`src/rtl/led_scan_pkg.sv`:
```
`timescale 1ns/1ps
`default_nettype none
//------------------------------------------------------------------------------
// Module   : led_scan_pkg
// Brief    : FSM encoding, segment-off pattern and anode helper for led_scan_controller
// Revision : 1.0 - initial release
//------------------------------------------------------------------------------
package led_scan_pkg;

  localparam int MAX_DIGITS = 32;

  localparam logic [1:0] IDLE  = 2'd0;
  localparam logic [1:0] BLANK = 2'd1;
  localparam logic [1:0] DRIVE = 2'd2;

  localparam logic [6:0] SEG_OFF = 7'h7F;

  // Active-low anode vector with only digit idx enabled; callers truncate to width.
  function automatic logic [MAX_DIGITS-1:0] an_onehot_low(input int unsigned idx);
    return ~({{(MAX_DIGITS-1){1'b0}}, 1'b1} << idx);
  endfunction

endpackage

`default_nettype wire

```
`src/rtl/led_scan_timer.sv`:
```
`timescale 1ns/1ps
`default_nettype none
//------------------------------------------------------------------------------
// Module   : led_scan_timer
// Brief    : Loadable down-counter with zero flag, shared by blank and dwell slots
// Revision : 1.0 - initial release
//------------------------------------------------------------------------------
module led_scan_timer #(
  parameter int WIDTH = 16
) (
  input  logic             clk,
  input  logic             reset,
  input  logic             load,
  input  logic [WIDTH-1:0] value,
  output logic             zero
);

  logic [WIDTH-1:0] count;

  always_ff @(posedge clk or negedge reset) begin
    if (!reset) begin
      count <= '0;
    end else if (load) begin
      count <= value;
    end else if (count != '0) begin
      count <= count - 1'b1;
    end
  end

  assign zero = (count == '0);

endmodule

`default_nettype wire

```
`src/rtl/led_scan_controller.sv`:
```
`timescale 1ns/1ps
`default_nettype none
//------------------------------------------------------------------------------
// Module   : led_scan_controller
// Brief    : Multiplexed common-anode 7-seg scanner with frame-aligned word loads.
//            Optional digit blinking when SCAN_BLINK_EN is defined.
// Revision : 1.0 - initial release
//------------------------------------------------------------------------------
module led_scan_controller
  import led_scan_pkg::*;
#(
  parameter int N_DIGITS     = 4,
  parameter int DWELL_CYCLES = 50000,
  parameter int BLANK_CYCLES = 500,
  parameter int BLINK_FRAMES = 64
) (
  input  logic                  clk,
  input  logic                  reset,
  input  logic                  enable,
  input  logic                  load,
  input  logic [4*N_DIGITS-1:0] data_in,
  output logic                  load_ready,
  output logic [3:0]            char,
  input  logic [6:0]            led_in,
  output logic [6:0]            seg,
  output logic [N_DIGITS-1:0]   an,
  output logic                  frame_done
`ifdef SCAN_BLINK_EN
  ,
  input  logic [N_DIGITS-1:0]   blink_mask
`endif
);

  localparam int MAX_CYCLES = (DWELL_CYCLES > BLANK_CYCLES) ? DWELL_CYCLES : BLANK_CYCLES;
  localparam int CNT_W      = (MAX_CYCLES > 1) ? $clog2(MAX_CYCLES) : 1;
  localparam int IDX_W      = (N_DIGITS > 1) ? $clog2(N_DIGITS) : 1;
  localparam logic [IDX_W-1:0] LAST_IDX = IDX_W'(N_DIGITS - 1);

  if (N_DIGITS < 1 || N_DIGITS > MAX_DIGITS || DWELL_CYCLES < 1 ||
      BLANK_CYCLES < 1 || BLINK_FRAMES < 1) begin : g_param_check
    $error("led_scan_controller: illegal parameter value");
  end

  logic [1:0]            state;
  logic [4*N_DIGITS-1:0] display;
  logic [4*N_DIGITS-1:0] pending;
  logic                  pending_valid;
  logic [IDX_W-1:0]      idx;
  logic                  timer_load;
  logic [CNT_W-1:0]      timer_value;
  logic                  timer_zero;
  logic                  frame_end;
  logic                  hide;

  assign load_ready = ~pending_valid;
  assign char       = display[4*idx +: 4];
  assign frame_end  = enable && (state == DRIVE) && timer_zero && (idx == LAST_IDX);

  always_comb begin
    timer_load  = 1'b0;
    timer_value = CNT_W'(BLANK_CYCLES - 1);
    if (enable) begin
      case (state)
        IDLE:  timer_load = 1'b1;
        BLANK: begin
          timer_load  = timer_zero;
          timer_value = CNT_W'(DWELL_CYCLES - 1);
        end
        DRIVE:   timer_load = timer_zero;
        default: timer_load = 1'b0;
      endcase
    end
  end

  led_scan_timer #(.WIDTH(CNT_W)) u_timer (
    .clk   (clk),
    .reset (reset),
    .load  (timer_load),
    .value (timer_value),
    .zero  (timer_zero)
  );

  always_ff @(posedge clk or negedge reset) begin
    if (!reset) begin
      state         <= IDLE;
      display       <= '0;
      pending       <= '0;
      pending_valid <= 1'b0;
      idx           <= '0;
      an            <= '1;
      seg           <= SEG_OFF;
      frame_done    <= 1'b0;
    end else begin
      frame_done <= 1'b0;
      // Capture only into an empty slot, so it can never collide with an apply.
      if (load && load_ready) begin
        pending       <= data_in;
        pending_valid <= 1'b1;
      end
      if (!enable) begin
        state <= IDLE;
        idx   <= '0;
        an    <= '1;
        seg   <= SEG_OFF;
      end else begin
        case (state)
          IDLE: begin
            if (pending_valid) begin
              display       <= pending;
              pending_valid <= 1'b0;
            end
            idx   <= '0;
            state <= BLANK;
          end
          BLANK: begin
            if (timer_zero) begin
              an    <= hide ? '1 : N_DIGITS'(an_onehot_low(32'(idx)));
              seg   <= led_in;
              state <= DRIVE;
            end
          end
          DRIVE: begin
            seg <= led_in;
            if (timer_zero) begin
              an    <= '1;
              seg   <= SEG_OFF;
              state <= BLANK;
              if (idx == LAST_IDX) begin
                idx        <= '0;
                frame_done <= 1'b1;
                if (pending_valid) begin
                  display       <= pending;
                  pending_valid <= 1'b0;
                end
              end else begin
                idx <= idx + 1'b1;
              end
            end
          end
          default: state <= IDLE;
        endcase
      end
    end
  end

`ifdef SCAN_BLINK_EN
  localparam int BLINK_W = (BLINK_FRAMES > 1) ? $clog2(BLINK_FRAMES) : 1;

  logic [BLINK_W-1:0] blink_cnt;
  logic               blink_phase;

  always_ff @(posedge clk or negedge reset) begin
    if (!reset) begin
      blink_cnt   <= '0;
      blink_phase <= 1'b0;
    end else if (!enable) begin
      blink_cnt   <= '0;
      blink_phase <= 1'b0;
    end else if (frame_end) begin
      if (blink_cnt == BLINK_W'(BLINK_FRAMES - 1)) begin
        blink_cnt   <= '0;
        blink_phase <= ~blink_phase;
      end else begin
        blink_cnt <= blink_cnt + 1'b1;
      end
    end
  end

  assign hide = blink_phase & blink_mask[idx];
`else
  assign hide = 1'b0;
`endif

endmodule

`default_nettype wire

```
`config.mk`:
```
export PLATFORM = sky130hd
export DESIGN_NAME = led_scan_controller
export DESIGN_NICKNAME = d
export VERILOG_FILES = /design/src/rtl/led_scan_pkg.sv /design/src/rtl/led_scan_timer.sv /design/src/rtl/led_scan_controller.sv
export SDC_FILE = /design/constraint.sdc
export NUM_CORES = 1
export LEC_CHECK = 0
export ABC_AREA = 1
export BUFFER_PORTS_ARGS = -buffer_cell sky130_fd_sc_hd__buf_2
export CORE_AREA = 2 2 80 82
export DETAILED_ROUTE_END_ITERATION = 12
export DIE_AREA = 0 0 82 84
export HOLD_SLACK_MARGIN = 0.05
export PLACE_DENSITY = 0.86
export SLEW_MARGIN = 0
export SYNTH_ARGS = -nofsm -noshare
export SYNTH_HDL_FRONTEND = slang
export SYNTH_SLANG_ARGS = --single-unit
```
`constraint.sdc`:
```
create_clock -name clk -period 1.74 [get_ports clk]
set_input_delay 0.261 -clock clk [delete_from_list [all_inputs] [get_ports clk]]
set_output_delay 0.261 -clock clk [all_outputs]
set_load 0.1 [all_outputs]
```
== Yosys cells after proc, flatten, opt, wreduce, memory -nomap -nowiden ==
Cells that the tools add are included.

* Bits of input ports: 27
* Flip-flop bits (word level): 65
* Output and inout port bits: 17
* Logic and storage cells: 72

* Add/sub/neg operators: 2
* Multiplexer cells: 36
* Shifts and indexed selects: 2
* Reductions and logical operators: 12
* Bitwise operators: 2
* Equality and inequality tests: 9

{| class="wikitable"
|+ Operators with widths
! cell !! number
|-
| $mux 16 || 7
|-
| $pmux 16 s2 || 1
|-
| $mux 7 || 3
|-
| $logic_not 16->1 || 1
|-
| $reduce_bool 16->1 || 1
|-
| $shiftx 16x5->4 || 1
|-
| $sub 16x1->16 const B || 1
|-
| $pmux 7 s2 || 1
|-
| $mux 2 || 6
|-
| $mux 4 || 3
|-
| $mux 1 || 10
|-
| $pmux 4 s2 || 1
|-
| $ne 3x1->1 const B || 2
|-
| $ne 3x3->1 const B || 2
|-
| $pmux 2 s3 || 1
|-
| $reduce_and 2->1 || 3
|-
| $eq 2x2->1 const B || 2
|-
| $not 4->4 || 1
|-
| $pmux 1 s2 || 2
|-
| $pmux 2 s2 || 1
|-
| $reduce_and 4->1 || 1
|-
| $reduce_bool 2->1 || 2
|-
| $shl 1x2->4 const A || 1
|-
| $reduce_and 3->1 || 1
|-
| 8 further kinds || 8
|}

== Longest topological paths before layout ==
* Word-level depth: 8
* Mapped depth: 11
* Mapped depth without buffers: 10

== Modules after synthesis ==
Synthesis repeated with hierarchy kept, for this count alone.

* Cells, all modules: 454
* Area total of the unflattened synthesis: 3587.2 um^2

{| class="wikitable"
|+ Modules (own cells, without submodules)
! module !! instances !! area each (um^2) !! cells an instance
|-
| led_scan_controller || 1 || 2402.3 || 287
|-
| led_scan_timer || 1 || 1184.9 || 167
|}

== Worst setup path after synthesis ==
No wires, ideal clock.

* Path kind: register to output
* From: reg idx[0]
* To: out char[0]
* Stages on the path, launching flop included: 5
* Arrival time: 2285 ps
* Data required time: 1479 ps
* Setup slack: -806 ps
* Buffers on the path: 1
* Path through: dfrtp_1 clkbuf_1 clkinv_1 o21ai_0 o22ai_1

* Word-level cells in the longest chain between the ends: 1

{| class="wikitable"
|+ RTL lines
! item !! RTL line !! source
|-
| start: declaration || led_scan_controller.sv:48 || <nowiki>logic [IDX_W-1:0] idx;</nowiki>
|-
| start signal: assignment || led_scan_controller.sv:136 || <nowiki>idx <= idx + 1'b1;</nowiki>
|-
| $shiftx 16x5->4 || led_scan_controller.sv:56 || <nowiki>assign char = display[4*idx +: 4];</nowiki>
|-
| end: declaration || led_scan_controller.sv:23 || <nowiki>output logic [3:0] char,</nowiki>
|}

No other way between the ends.

== Worst setup path in the final report ==
* From: reg u_timer.count[0]
* To: reg display[3]

* Word-level cells in the longest chain between the ends: 3

{| class="wikitable"
|+ RTL lines
! item !! RTL line !! source
|-
| start: declaration || led_scan_timer.sv:18 || <nowiki>logic [WIDTH-1:0] count;</nowiki>
|-
| start signal: assignment || led_scan_timer.sv:24 || <nowiki>count <= value;</nowiki>
|-
| start signal: assignment || led_scan_timer.sv:26 || <nowiki>count <= count - 1'b1;</nowiki>
|-
| $logic_not 16->1 || led_scan_timer.sv:30 || <nowiki>assign zero = (count == '0);</nowiki>
|-
| $ne 2x2->1 (no line) || n/a ||
|-
| $reduce_and 4->1 (no line) || n/a ||
|-
| end signal: assignment || led_scan_controller.sv:109 || <nowiki>display <= pending;</nowiki>
|-
| end signal: assignment || led_scan_controller.sv:132 || <nowiki>display <= pending;</nowiki>
|-
| end: declaration || led_scan_controller.sv:45 || <nowiki>logic [4*N_DIGITS-1:0] display;</nowiki>
|}

No other way between the ends.
A chain may end at the register's enable or synchronous reset.

==> results by group <==
Layout
  • Final Net Count: 484
  • Ant diodes: 0
  • Fraction of layout cells with a size suffix above 1: 40.71%
  • FILL cells: 422
  • Layout area overhead: 30.21%

STA
  • Setup WS post-layout: -0.0009286 ns
  • Final critical-path required period: 1.741 ns
  • Period utilization: 100.1%
  • Worst slew pin tran: 0.4886 ns
  • Clk_skew: 0.01676 ns
  • Slew Viols, Final: 0
  • Relative slew slack: 67.65%
  • Final hold vios: 0
  • Maximum operating frequency: 574.4 MHz
  • Final Setup Violations: 1
  • Setup TNS: -0.0009286 ns
  • RSZ-0062 raised after global routing: yes

Placement
  • Hpwl dp: 5350 um
  • I/O Buffers: 43
  • Pre-CTS worst setup slack: -0.01370 ns
  • Routability cong.: 0.8967

CTS
  • Clock Latency Late Sink: 0.35 ns
  • Clk sinks: 65
  • Clock tree buffer depth: 2
  • Clock edge transition at the registers on the reported setup and hold paths: 0.08 ns
  • CTS H-Tree Depth: 3
  • CTS Root Cell: clkbuf_8
  • CTS tree: done
  • CTS buffer count: 9

Logic synthesis
  • Synthesized area per cell: 8.988 sq um
  • Synth Register Bits: 65
  • Sequential area share after synthesis: 49.19%
  • Syn_nets: 408
  • Synth warn: 0
  • Post-synth EDFFs: 0
  • Top cells by area, synth: dfrtp_1 (41%), dfstp_2 (8.7%), nand2_1 (8.0%)
  • Top-area cell type share of the netlist area: 40.53%
  • Top FF cell, synth: dfrtp_1
  • Ys async rst share: 100.0%
  • Synthesized cell area: 3334 sq um
  • Number of distinct library cells after synthesis: 35
  • Synth area leader: dfrtp_1
  • Cells after Synth: 371

Route
  • Vias per cell: 5.647
  • Routed Antenna Nets: 0
  • Final WL: 8232 um
  • # DRC: 0
  • Initial DRT Pass Iterations: 5
  • First-iteration detailed-routing DRC count: 238
  • Vias: 2,987
  • Wirelength per Cell: 15.56 um

Worst setup path
  • Largest fanout on the critical path: 8
  • Endpoint class of the critical path: flip-flop
  • Reg-to-reg startpoint: u_timer.count[0]
  • Crit Path Class: flip-flop to flip-flop
  • Worst Setup SP: u_timer.count[0]
  • Worst EP required: 1.97 ns
  • CP arrival: 1.97 ns
  • Cell depth of the worst flop-to-flop path: 10
  • Type of origin of the critical path: flip-flop

Global route
  • Initial antenna violation count: 0
  • GRT Total Usage: 23.94%
  • Grt ovf: 0
  • Global-route wire length before repair: 12,640 um
  • Largest net degree at the start of global routing: 66
  • Vias in the first global route: 2,821

Floorplanning
  • Starting density of the core: 54.70%
  • Die width: 82 um
  • Die ar.: 6888 sq um
  • Ports: 44
  • Row Count: 29
  • CORE AREA: 6096 sq um
  • Die H: 84 um

Power
  • Worst IR Drop VDD: 0.001565 V
  • Leakage: 2.063 nW
  • Pwr Density: 1414 nW/um^2

Hold path
  • HP Start: data_in[1]
  • Worst hold stages: 2
  • Hold/Removal Path Class: input port to flip-flop

Status
  • Outcome: finished, violations left
  • Failing checks: negative setup slack

Run
  • Max cap viols: 0
==> path summary, 6_finish.rpt <==
kind | end | slack (ns)
max | display[3] | -0.0009
min | pending[1] | 0.14
max reg2reg | display[3] | -0.0009
min reg2reg | display[15] | 0.48
max in group asynchronous | an[1] | 0.96
min in group asynchronous | u_timer.count[13] | 0.45
==> cell usage after synthesis, types with 4 or more instances <==
cell	instances
nor2_2	4
mux2_2	16
dfrtp_1	54
nand2_1	71
xor2_1	6
inv_2	4
o22ai_1	4
a21oi_1	23
nand2_2	15
inv_1	24
nand4_1	4
o21ai_0	17
nand3_1	33
dfstp_2	11
ha_1	10
nor2_4	4
nor2_1	43
==> through the flow <==
| step | instance area, sq um | util [%] | instances | power, W | hold slack [ns] |
|---|---|---|---|---|---|
| finish | 4342 | 71.22 | 529 | 0.006141 | 0.1383 |
| global route | 4342 | 71.22 | 529 | 0.006432 | 0.1430 |
| CTS | 4085 | 67.02 | 514 | 0.005945 | 0.1341 |
| detailed placement | 3850 | 63.16 | 497 | 0.004521 | 0.2981 |
| global placement | 3850 | 63.16 | 497 | 0.004436 | 0.2969 |
| floorplan | 3407 | - | 371 | 0.003895 | -0.03459 |
==> where the power goes <==
group          internal (W)  switching (W)
combinational      0.000877        0.00157
sequential          0.00198       0.000323
clock              0.000799       0.000595
==> placed cells by master, fill, tap and decap left out, types with 4 or more instances in the layout <==
cell type | netlist | final
dfrtp_1 | 54 | 50
inv_1 | 24 | 18
o22ai_4 | 0 | 4
mux2_2 | 16 | 16
a21oi_1 | 23 | 23
buf_4 | 1 | 23
nor2_1 | 43 | 39
nor2_2 | 4 | 7
nand2_2 | 15 | 18
dfstp_2 | 11 | 11
dfrtp_2 | 0 | 4
xor2_1 | 6 | 6
nand3_1 | 33 | 31
clkbuf_8 | 0 | 9
buf_2 | 3 | 39
nand2_1 | 71 | 65
nor2_4 | 4 | 5
o21ai_1 | 0 | 5
inv_2 | 4 | 9
ha_1 | 10 | 7
buf_12 | 0 | 7
o21ai_2 | 1 | 5
clkinv_2 | 0 | 4
o21ai_0 | 17 | 8
nand4_1 | 4 | 4
==> worst max-delay path, stage by stage (launching register included) <==
cell and delay (ns):
dfrtp_1 0.40, inv_2 0.07, ha_2 0.18, nand2_2 0.08
nor2_4 0.17, nand2_4 0.13, clkinv_4 0.09, nand3_4 0.16
clkbuf_16 0.21, nand3_1 0.08, nand2_1 0.06
==> registers in the layout (all words and copies together) (netlist names) <==
signal,cells
an,4
display,16
frame_done,1
idx,2
pending,16
pending_valid,1
seg,7
state,2
u_timer.count,16
==> area by class of cell <==
| type | count | area (sq um) | share of cell area [%] |
|---|---|---|---|
| clock buffer | 10 | 127.6 | 2.939 |
| clock inverter | 6 | 82.58 | 1.902 |
| inverter | 30 | 122.6 | 2.824 |
| multi-input combinational | 269 | 1699 | 39.14 |
| sequential | 65 | 1645 | 37.90 |
| tap | 77 | 96.34 | 2.219 |
| timing repair buffer | 72 | 568.0 | 13.08 |
==> logic make-up (layout without fill, tap and decap cells) <==
| kind of cell | after synthesis | count (layout) | share of synthesized area, % |
|---|---|---|---|
| multiplexers | 16 | 16 | 5.403 |
| AND/OR/NAND/NOR | 184 | 184 | 26.00 |
| adder cells (fa/ha/maj) | 10 | 10 | 3.752 |
| flip-flops | 65 | 65 | 49.19 |
| buffers and inverters | 37 | 118 | 4.878 |
| AO/OA/AOI/OAI | 52 | 52 | 8.931 |
| XOR/XNOR | 7 | 7 | 1.839 |
==> layer usage <==
layer	up-vias	global-route usage (%)	wire length, um
met5	-	0	0
met4	0	11.52	240
met3	33	4.654	587
met2	150	38.06	4053
met1	1426	30.98	3351
li1	1378	-	-
==> what timing repair did <==
action / in CTS / in global routing
setup endpoints to repair: 7 / 47
hold buffers: 1 / 0
buffers inserted: 0 / 13
gates cloned: 0 / 2
gates resized for setup: 13 / 31
endpoints found under the hold margin: 54 / 0
pin swaps: 0 / 11
No activity file was read; power rests on OpenSTA's default activity.
